[config.mk]
export PLATFORM = sky130hd
export DESIGN_NAME = alu_operand_sequencer
export DESIGN_NICKNAME = d
export VERILOG_FILES = /design/src/rtl/alu_operand_sequencer.sv
export SDC_FILE = /design/constraint.sdc
export NUM_CORES = 1
export LEC_CHECK = 0
export BUFFER_PORTS_ARGS = -buffer_cell sky130_fd_sc_hd__buf_2
export CORE_MARGIN = 1
export CORE_UTILIZATION = 50
export DETAILED_ROUTE_END_ITERATION = 12
export GPL_TIMING_DRIVEN = 0
export PLACE_DENSITY = 0.81
export SYNTH_ARGS = -nofsm -noshare
export SYNTH_HDL_FRONTEND = slang
export SYNTH_SLANG_ARGS = --single-unit
[constraint.sdc]
create_clock -name clk -period 1.8 [get_ports clk]
set_clock_uncertainty 0.05 [all_clocks]
set_input_delay 0.09 -clock clk [delete_from_list [all_inputs] [get_ports clk]]
set_output_delay 0.09 -clock clk [all_outputs]
set_load 0.01 [all_outputs]
[src/rtl/alu_operand_sequencer.sv]
// Operand-entry stage in front of the calculator ALU: collects A, B and OP on
// successive enter presses, latches the ALU result and supports chaining and undo.
module alu_operand_sequencer #(
    parameter int largo = 16
) (
    input  logic             clk,
    input  logic             resetN,
    input  logic [largo-1:0] data_in,
    input  logic             enter,
    input  logic             undo,
    input  logic [largo-1:0] alu_result,
    output logic [largo-1:0] A,
    output logic [largo-1:0] B,
    output logic [2:0]       OP,
    output logic [largo-1:0] display,
    output logic [2:0]       state,
    output logic             result_valid,
    output logic             op_error
);

    typedef enum logic [2:0] {
        WAIT_A  = 3'd0,
        WAIT_B  = 3'd1,
        WAIT_OP = 3'd2,
        CALC    = 3'd3,
        SHOW    = 3'd4
    } state_t;

    state_t           state_r;
    logic             enter_prev_r;
    logic             undo_prev_r;
    logic [largo-1:0] a_r;
    logic [largo-1:0] b_r;
    logic [2:0]       op_r;
    logic [largo-1:0] result_r;
    logic             result_valid_r;
    logic             op_error_r;

    logic             enter_rise_s;
    logic             undo_rise_s;
    logic             enter_go_s;
    logic             undo_go_s;

    // Accepted ALU op codes are 0, 1, 2, 4 and 5.
    function automatic logic op_is_valid(input logic [2:0] op);
        case (op)
            3'd0, 3'd1, 3'd2, 3'd4, 3'd5: op_is_valid = 1'b1;
            default:                      op_is_valid = 1'b0;
        endcase
    endfunction

    // Rising-edge detect; a press of both buttons together is discarded.
    always_comb begin
        enter_rise_s = enter & ~enter_prev_r;
        undo_rise_s  = undo  & ~undo_prev_r;
        enter_go_s   = enter_rise_s & ~undo_rise_s;
        undo_go_s    = undo_rise_s  & ~enter_rise_s;
    end

    // Sequencer state, operand/result registers and status flags.
    always_ff @(posedge clk) begin
        if (!resetN) begin
            state_r        <= WAIT_A;
            enter_prev_r   <= 1'b1;
            undo_prev_r    <= 1'b1;
            a_r            <= {largo{1'b0}};
            b_r            <= {largo{1'b0}};
            op_r           <= 3'd0;
            result_r       <= {largo{1'b0}};
            result_valid_r <= 1'b0;
            op_error_r     <= 1'b0;
        end else begin
            enter_prev_r <= enter;
            undo_prev_r  <= undo;
            case (state_r)
                WAIT_A: begin
                    if (enter_go_s) begin
                        a_r     <= data_in;
                        state_r <= WAIT_B;
                    end
                end
                WAIT_B: begin
                    if (enter_go_s) begin
                        b_r     <= data_in;
                        state_r <= WAIT_OP;
                    end else if (undo_go_s) begin
                        state_r <= WAIT_A;
                    end
                end
                WAIT_OP: begin
                    if (enter_go_s) begin
                        if (op_is_valid(data_in[2:0])) begin
                            op_r       <= data_in[2:0];
                            op_error_r <= 1'b0;
                            state_r    <= CALC;
                        end else begin
                            op_error_r <= 1'b1;
                        end
                    end else if (undo_go_s) begin
                        op_error_r <= 1'b0;
                        state_r    <= WAIT_B;
                    end
                end
                // Operands have been stable for a full cycle; capture the ALU output.
                CALC: begin
                    result_r       <= alu_result;
                    result_valid_r <= 1'b1;
                    state_r        <= SHOW;
                end
                SHOW: begin
                    if (enter_go_s) begin
                        a_r            <= result_r;
                        result_valid_r <= 1'b0;
                        state_r        <= WAIT_B;
                    end else if (undo_go_s) begin
                        result_valid_r <= 1'b0;
                        state_r        <= WAIT_OP;
                    end
                end
                default: begin
                    state_r        <= WAIT_A;
                    result_valid_r <= 1'b0;
                    op_error_r     <= 1'b0;
                end
            endcase
        end
    end

    assign A            = a_r;
    assign B            = b_r;
    assign OP           = op_r;
    assign state        = state_r;
    assign result_valid = result_valid_r;
    assign op_error     = op_error_r;
    // Switches are echoed live except while a result is being shown.
    assign display      = result_valid_r ? result_r : data_in;

endmodule

# --- After elaboration in Yosys (flattened, before gate mapping) ---
# Index checks and enable logic that the tools add are counted.
# W data, S select, Z words.
op_classes:
  n_eq_ne: 14
  n_mux: 23
  bitwise: 10
  n_reduce_logical: 12
op_table:
  columns: ["operator", "count"]
  rows:
  - ["$mux W16", 3]
  - ["$pmux W16 S2", 1]
  - ["$mux W3", 8]
  - ["$pmux W3 S5", 1]
  - ["$ne A3 B3 Y1 const B", 4]
  - ["$eq A3 B2 Y1 const B", 3]
  - ["$eq A3 B3 Y1 const B", 3]
  - ["$mux W1", 8]
  - ["$eq A3 B1 Y1 const B", 2]
  - ["$logic_not A3 Y1", 2]
  - ["$not A1 Y1", 6]
  - ["$reduce_and A2 Y1", 3]
  - ["$reduce_and A3 Y1", 2]
  - ["$reduce_and A5 Y1", 1]
  - ["$reduce_or A5 Y1", 1]
  - ["$and A1 B1 Y1", 4]
  - ["$ne A2 B2 Y1 const B", 2]
  - ["$reduce_or A4 Y1", 1]
  - ["$pmux W1 S3", 1]
  - ["$reduce_or A3 Y1", 1]
  - ["$pmux W1 S2", 1]
  - ["$reduce_bool A2 Y1", 1]
totals:
  ff_bits: 58
  inputBits: 36
  output_inout_bits: 56
  word_cells: 68

# --- Logic depth before layout (Yosys ltp) ---
logic_depth:
  word_depth: 10
  mapped_depth: 7
  depth_no_buf: 5

# --- Least setup slack after synthesis ---
# OpenSTA, ideal clock, no wires.
synth_path:
  kind: "flip-flop to flip-flop"
  start: "register enter_prev_r"
  end: "register a_r[10], in the netlist A[10]"
  setup_ns: 0.116
  arrival_time_ns: 1.264
  t_required_ns: 1.634
  path_slack_ns: 0.370
  stages_incl_launch_ff: 7
  path_buffers: 1
  period_less_slack_ns: 1.430
  cell_sequence: "dfxtp_1 > nor2b_1 > ha_1 > nor3b_4 > buf_6 > nand2_1 > o211a_1"
synth_between:
  elab_chain_cells: 5
  elab_cells_between_ends: 6
  cone_classes: "eq/ne: 2; bitwise: 3; reduce/logical: 1"
synth_lines:
  columns: ["item", "line", "rtl"]
  rows:
  - ["from (decl)", "30", "logic enter_prev_r;"]
  - ["from (signal assigned)", "73", "enter_prev_r <= enter;"]
  - ["$not A1 Y1 (*)", "54", "enter_rise_s = enter & ~enter_prev_r;"]
  - ["$and A1 B1 Y1 (*)", "54", null]
  - ["$and A1 B1 Y1 (*)", "56", "enter_go_s = enter_rise_s & ~undo_rise_s;"]
  - ["$ne A2 B2 Y1 (no source line)", null, null]
  - ["$reduce_and A3 Y1 (no source line) (*)", null, null]
  - ["to (signal assigned)", "66", "a_r <= {largo{1'b0}};"]
  - ["to (signal assigned)", "78", "a_r <= data_in;"]
  - ["to (signal assigned)", "112", "a_r <= result_r;"]
  - ["to (decl)", "32", "logic [largo-1:0] a_r;"]
# Mark *: on every way between the ends. The rest lies on a longest branch, timed or not.
# A chain may end at the register's enable or synchronous reset.

# --- Worst setup path in the final report ---
layout_path:
  start: "register result_valid_r, in the netlist result_valid"
  end: "output display[7]"
layout_between:
  elab_chain_cells: 1
layout_lines:
  columns: ["item", "line", "rtl"]
  rows:
  - ["from (decl)", "36", "logic result_valid_r;"]
  - ["from (signal assigned)", "70", "result_valid_r <= 1'b0;"]
  - ["from (signal assigned)", "107", "result_valid_r <= 1'b1;"]
  - ["from (signal assigned)", "113", "result_valid_r <= 1'b0;"]
  - ["$mux W16", "136", "assign display = result_valid_r ? result_r : data_in;"]
  - ["to (decl)", "15", "output logic [largo-1:0] display,"]
# Every way passes these cells.

==> results.tsv <==
metric	value	unit
clock_sinks	58	
power	2.89	mW
clk_pin_slew	0.06	ns
cp.arrival	1.59	ns
grt_overflow	0	
tritoncts	yes	
cts_root_buf	clkbuf_8	
yosysWarnings	0	
synth_area_per_cell	9.55	um^2
async_flop_share	0	
ir_drop	663	uV
portBuffers	90	
placementRows	26	
drt-initial-drc-count	242	
synth.distinct_cells	36	
yosys.area.top_type	dfxtp_1	
drive_above_1_share	0.364	
cts.path.max_buffers	2	
grt_max_degree	19	
antenna_found_initial	1	
synth_top_area_frac	0.419	
synth_ff_type	dfxtp_1	
hold_viol	0	
cts_made_buffers	9	
power_density	756	nW/um^2
worst-path-max-fanout	18	
synth-seq-cells	58	
synth_xor_area_frac	0	
routedWlPerCell	15.8	um
synth_top_family_by_area	compound AO/OA/AOI/OAI gates	
coreArea	5200	um^2
grt_usage	0.272	
start_util	0.532	
syn-instance-count	290	
synthAdderAreaFrac	0.00452	
r2r_cells	6	
cp-start-kind	flop	
gp_congestion	0.904	
fin_crit	1.73	ns
fin_nets	458	
syn_area	2770	um^2
die_y	76.4	um
slowest_stage	mux2_2	
fin_setup_tns	0	ns
viasPerCell	5.33	
crit_type	reg -> out	
maxCapViolations	0	
cts.htree.levels	3	
slew_violations	0	
syn_nets	327	
die_area	5840	um^2
worstPathRequired	1.66	ns
dp_hpwl	5090	um
grt_pass1_vias	2548	
rsz0062_at_grt	false	
routed_wl	7850	um
yosys.area_share.simple	0.180	
synth_compound_area_frac	0.202	
relSlewSlack	0.707	
ios	92	
tightest_slew	0.439	ns
synth.most_common_cell	nand2_1	
min_delay_path_depth	3	
clock_latency	0.32	ns
synth_edf_count	0	
die_w	76.4	um
min-delay-path-class	in -> reg	
synthMuxAreaShare	0.130	
setup_viol	0	
fmax	0.579	GHz
synth_area_leaders	dfxtp_1 (42%), nand2_1 (11%), mux2i_1 (6.5%), mux2_2 (6.5%), o211a_1 (5.8%)	
end_kind	primary output	
syn_to_final_growth	37.9	%
cpMostUsedCell	buf_2	
dr.pass1.iters	4	
cp_slowest_stage_delay	0.39	ns
yosys-top-cells-count	nand2_1 (83), dfxtp_1 (58), mux2i_1 (18)	
leakage	1.78	nW
ant_nets	0	
vias	2651	
grt_pass1_wl	12400	um
yosysSeqAreaShare	0.419	
crit_chain	buf_2 -> mux2_2 -> buf_2	
status	finished clean	
drc	0	
post-route-period-util	0.959	
[per-stage QoR]
step                      utilization  cell area [um^2]  setup slack, ns  std cells  hold slack (ns)
after global routing            0.734              3820           0.0208        497           0.0309
after global placement          0.636              3310            0.208        450            0.240
after floorplan                     -              2770            0.370        290            0.141
after CTS                       0.732              3810           0.0650        495          0.00614
final                           0.734              3820           0.0741        497           0.0193
after detailed placement        0.636              3310            0.165        450            0.244
[power by group]
part	internal, mW	switching (mW)
registers	1.31	0.0141
logic	0.171	0.159
clock network	0.713	0.525
[what timing repair did]
| action | CTS | global route |
|---|---|---|
| hold buffers | 30 | 0 |
| buffers inserted | 0 | 1 |
| resized for setup | 0 | 1 |
| setup endpoints to repair | 10 | 17 |
| endpoints found under the hold margin | 30 | 0 |
[cell type report]
class                      instances  area [um^2]
fill                             378         1380
clock inverter                     4         50.0
tap                               70         87.6
timing repair buffer             121          758
clock buffer                      12          155
buffer                            23          164
inverter                           2         7.51
sequential                        58         1160
antenna                            1         2.50
multi-input combinational        206         1440
[worst paths after layout]
check                             startpoint    endpoint  slack [ns]
worst min-delay path              data_in[3]        B[3]        0.02
worst max-delay path            result_valid  display[7]        0.07
worst min register to register      op_error    op_error        0.41
worst max register to register  enter_prev_r        A[3]        0.26
[sequential cells by signal (all words and copies together) (netlist names)]
name / count
result_valid: 1
undo_prev_r: 1
A: 16
OP: 3
op_error: 1
result_r: 16
state: 3
B: 16
enter_prev_r: 1
[cells in the final DEF (no fill, tap or decap), types with 2 or more instances in the layout]
master,instances
nor2_1,3
o2111ai_1,3
mux2_2,16
dfxtp_1,58
buf_6,7
clkbuf_1,7
nand4bb_1,2
clkbuf_8,11
o211a_1,16
buf_4,6
dlygate4sd3_1,30
a21boi_2,10
a21oi_1,6
mux2i_1,18
buf_2,94
nand2_1,83
a21boi_1,11
o21ai_0,4
a21boi_0,12
inv_1,2
nor2b_1,2
o21a_1,2
clkinvlp_4,2
nand2b_1,4
[cells by family (layout without fill, tap and decap cells)]
group / Yosys count / in the layout
compound gates: 67 / 67
fa+ha+maj: 1 / 1
buf+inv: 26 / 162
flops: 58 / 58
mux: 34 / 34
other cells: 0 / 1
simple gates: 104 / 104
[per-layer routing]
layer  GRT usage  routed length [um]  vias to the layer above
met5           0                   0                        -
met4       0.158                 287                        0
met3      0.0479                 421                       27
met2       0.436                3780                      105
met1       0.343                3360                     1250
li1            -                   -                     1269
[worst max-delay path: cells and delay by family (launching register included)]
kind / cells / cell delay, ns
mux: 1 / 0.39
buf+inv: 2 / 0.52
flops: 1 / 0.33
(Power assumes the default switching activity.)
